$ cat src/rtl/addsub_4bit_if.sv
// Operand/result bundle for addsub_4bit. The ovf signal exists only when
// ADDSUB_OVF_EN is defined.
interface addsub_4bit_if;
  logic [3:0] a;
  logic [3:0] b;
  logic       d;
  logic [3:0] s;
  logic       c_out;
`ifdef ADDSUB_OVF_EN
  logic       ovf;
`endif

`ifdef ADDSUB_OVF_EN
  modport master (output a, output b, output d, input s, input c_out, input ovf);
  modport slave  (input a, input b, input d, output s, output c_out, output ovf);
`else
  modport master (output a, output b, output d, input s, input c_out);
  modport slave  (input a, input b, input d, output s, output c_out);
`endif
endinterface

$ cat src/rtl/addsub_4bit.sv
// 4-bit ripple-carry adder/subtractor: s = b + a when d = 0, s = b - a when d = 1.
// The registered signed-overflow flag is built only when ADDSUB_OVF_EN is defined.
module addsub_4bit (
  input  logic            clk,
  input  logic            rst_n,
  addsub_4bit_if.slave    bus
);

  localparam int unsigned WIDTH = 4;

  logic [WIDTH-1:0] w_x;
  logic [WIDTH-1:0] w_sum;
  logic [WIDTH:0]   w_c;

  logic [WIDTH-1:0] r_s;
  logic             r_c_out;

  // Carry-in equals d, so d = 1 turns ~a into -a (two's complement).
  assign w_c[0] = bus.d;

  for (genvar i = 0; i < WIDTH; i++) begin : g_fa
    assign w_x[i]   = bus.a[i] ^ bus.d;
    assign w_sum[i] = bus.b[i] ^ w_x[i] ^ w_c[i];
    assign w_c[i+1] = (bus.b[i] & w_x[i]) | (bus.b[i] & w_c[i]) | (w_x[i] & w_c[i]);
  end

  always_ff @(posedge clk or negedge rst_n) begin
    if (!rst_n) begin
      r_s     <= WIDTH'(0);
      r_c_out <= 1'b0;
    end else begin
      r_s     <= w_sum;
      r_c_out <= w_c[WIDTH];
    end
  end

  assign bus.s     = r_s;
  assign bus.c_out = r_c_out;

`ifdef ADDSUB_OVF_EN
  logic r_ovf;

  // Signed overflow: carry into the sign bit differs from carry out of it.
  always_ff @(posedge clk or negedge rst_n) begin
    if (!rst_n) begin
      r_ovf <= 1'b0;
    end else begin
      r_ovf <= w_c[WIDTH] ^ w_c[WIDTH-1];
    end
  end

  assign bus.ovf = r_ovf;
`endif

endmodule

$ cat src/flat_wrapper.sv
// flat-port wrapper written by rule: the top's interface ports become plain ports
module addsub_4bit_flat 
  (clk, rst_n, bus_a, bus_b, bus_d, bus_s, bus_c_out);
  addsub_4bit_if bus_i ();
  input  logic clk;
  input  logic rst_n;
  input wire logic [$bits(bus_i.a)-1:0] bus_a;
  input wire logic [$bits(bus_i.b)-1:0] bus_b;
  input wire logic [$bits(bus_i.d)-1:0] bus_d;
  output wire logic [$bits(bus_i.s)-1:0] bus_s;
  output wire logic [$bits(bus_i.c_out)-1:0] bus_c_out;
  assign bus_i.a = bus_a;
  assign bus_i.b = bus_b;
  assign bus_i.d = bus_d;
  assign bus_s = bus_i.s;
  assign bus_c_out = bus_i.c_out;
  addsub_4bit u_core (.clk(clk), .rst_n(rst_n), .bus(bus_i));
endmodule
$ cat config.mk
export PLATFORM = sky130hd
export DESIGN_NAME = addsub_4bit_flat
export DESIGN_NICKNAME = d
export VERILOG_FILES = /design/src/rtl/addsub_4bit_if.sv /design/src/rtl/addsub_4bit.sv /design/src/flat_wrapper.sv
export SDC_FILE = /design/constraint.sdc
export NUM_CORES = 1
export LEC_CHECK = 0
export BUFFER_PORTS_ARGS = -buffer_cell sky130_fd_sc_hd__buf_2
export CORE_AREA = 5 5 42 44
export CTS_CLUSTER_DIAMETER = 30
export DETAILED_ROUTE_END_ITERATION = 12
export DIE_AREA = 0 0 47 49
export HOLD_SLACK_MARGIN = 0.15
export PLACE_DENSITY = 0.38
export SYNTH_ARGS = -nofsm -noshare
export SYNTH_HDL_FRONTEND = slang
export SYNTH_SLANG_ARGS = --single-unit
$ cat constraint.sdc
create_clock -name clk -period 0.9 [get_ports clk]
set_input_delay 0.09 -clock clk [delete_from_list [all_inputs] [get_ports clk]]
set_output_delay 0.09 -clock clk [all_outputs]
set_load 0.05 [all_outputs]
==> qor.csv <==
metric,value,unit
CTS tree,done,
share of cells above drive strength 1,59.5,%
IO Count,16,
utilization after layout,32.8,%
status,finished with violations,
initial detailed-routing violation count,0,
"CTS clk-pin slew, worst paths",40,ps
period utilization,155,%
Slew Limit Headroom,87.0,%
Core Area,1400,sq um
row cnt,14,
GRT Residual Overflow,0,
CP startpoint kind,input pin,
clk buf depth,2,
Yosys Warn Count,0,
Cell Pwr Density,1970,nW/um^2
max capacitance violation total,0,
Pre-antenna DRT Iters,1,
GPL Wtd Cong,0.640,
Final WS setup,-491,ps
Slew @ Worst Pin,194,ps
Worst EP arrival,1490,ps
maximum VDD drop,502,uV
"Req. time, crit path",1000,ps
Achievable Freq,0.719,GHz
Root Buffer,clkbuf_4,
Final setup violation count,3,
routed vias,201,
FILL cells,158,
CP Class,input pin to register,
initial antenna violation count,0,
mean post-synth cell area,14.5,sq um
Tot Pwr,0.000903,W
CP Capture Type,register,
# port buffers,15,
routed vias/inst,3.47,
Chip Width,47,um
Antenna diodes,0,
TritonCTS Buffers,3,
largest net degree at the start of global routing,6,
Yosys reg bits,5,
Final Hold Viols,0,
Synth cell types,6,
DRT antenna net count,0,
failing checks,setup timing,
Synth Cell Area,246,sq um
H-tree depth,1,
first-pass GRT wire length,759,um
vias in the first global route,216,
pins over their slew limit,0,
Cells after Synth,17,
register area share after synthesis,50.8,%
Pleak,0.233,nW
DRC Markers,0,
post-place setup slack,-780,ps
DP HPWL,414,um
CTS sink cnt,5,
DR WL/cell,8.50,um
Area Overhead vs Synth,86.3,%
Chip Height,49,um
Post-CTS Setup Inserts,0,
worst-path fanout max,2,
Initial Utilization,17.6,%
Post-Syn Nets,31,
Global Route Usage Sum,5.11,%
WL final,493,um
die area,2300,sq um
minimum clock period after layout,1390,ps
RSZ-0062 raised after global routing,yes,
Hold Crit Class,input pin to register,
final net count,57,
-- critical path, cell delays in order --
cell,delay [ps]
buf_6,90
mux2_4,290
fa_2,330
inv_2,60
fa_1,140
inv_1,50
fa_1,430
-- flip-flops by register name (all words and copies together), names as in the netlist --
register	count
u_core.bus.c_out	1
u_core.bus.s	4
-- cell usage in the layout (no fill, tap or decap) --
cell type and count:
inv_2 1, xnor2_1 1, dfrtp_1 5, mux2_4 1, buf_2 8, fa_1 2, clkbuf_1 1, buf_6 2
inv_1 3, fa_2 1, buf_4 6, xor2_2 1, clkbuf_4 5, xor2_1 2, dlygate4sd3_1 3
-- metal layers --
| metal | global-route usage [%] | routed length (um) |
|---|---|---|
| met1 | 5.42 | 167 |
| met2 | 5.66 | 242 |
| met3 | 0.738 | 63 |
| met4 | 9.68 | 19 |
| met5 | 0 | 0 |
-- cells by family (layout without fill, tap and decap cells) --
logic type,count (synthesis),after routing,synth area share (%)
buf+inv,4,29,6.09
flops,5,5,50.8
mux,1,1,4.57
fa+ha+maj,3,3,24.4
xor+xnor,4,4,14.2
-- worst paths after layout --
path                       startpoint          endpoint  cells after the start
worst max-delay path         bus_a[0]   u_core.bus.s[3]                      7
worst min-delay path         bus_b[3]   u_core.bus.s[3]                      2
max in group asynchronous       rst_n  u_core.bus.c_out                      2
min in group asynchronous       rst_n   u_core.bus.s[1]                      2
-- report_power, final --
group / switching (W) / internal [W] / total (W) / leakage [nW]
registers: 0.0000100 / 0.000271 / 0.000281 / 0.0583
logic: 0.000242 / 0.000131 / 0.000374 / 0.160
clock network: 0.0000809 / 0.000167 / 0.000248 / 0.0150
total: 0.000333 / 0.000569 / 0.000903 / 0.233
-- cell usage after synthesis, drive strengths merged --
library cell | instances | area share (%)
dfrtp | 5 | 51
mux2 | 1 | 4.6
fa | 3 | 24
xnor2 | 1 | 3.6
xor2 | 3 | 11
inv | 4 | 6.1
-- area by class of cell --
| type | count | area [sq um] | area share (%) |
|---|---|---|---|
| timing repair buffer | 21 | 153 | 33.2 |
| sequential | 5 | 125 | 27.2 |
| multi-input combinational | 8 | 120 | 26.2 |
| clock buffer | 4 | 26.3 | 5.72 |
| tap | 16 | 20.0 | 4.36 |
| inverter | 4 | 15.0 | 3.27 |
-- what timing repair did --
item / in CTS / in global routing
hold buffers: 3 / 0
endpoints found under the setup margin: 5 / 7
endpoints found under the hold margin: 7 / 0
resized for setup: 4 / 5
-- per-stage QoR --
stage          cells  hold slack [ps]  cell area, sq um  TNS (ps)
4_1_cts           58              146               444     -1150
6_report          58              150               459     -1160
3_5_place_dp      51            -94.8               370     -2160
3_3_place_gp      51            -96.9               370     -2110
2_1_floorplan     17             -206               253     -1500
5_1_grt           58              164               459     -1290
(Power assumes the default switching activity.)
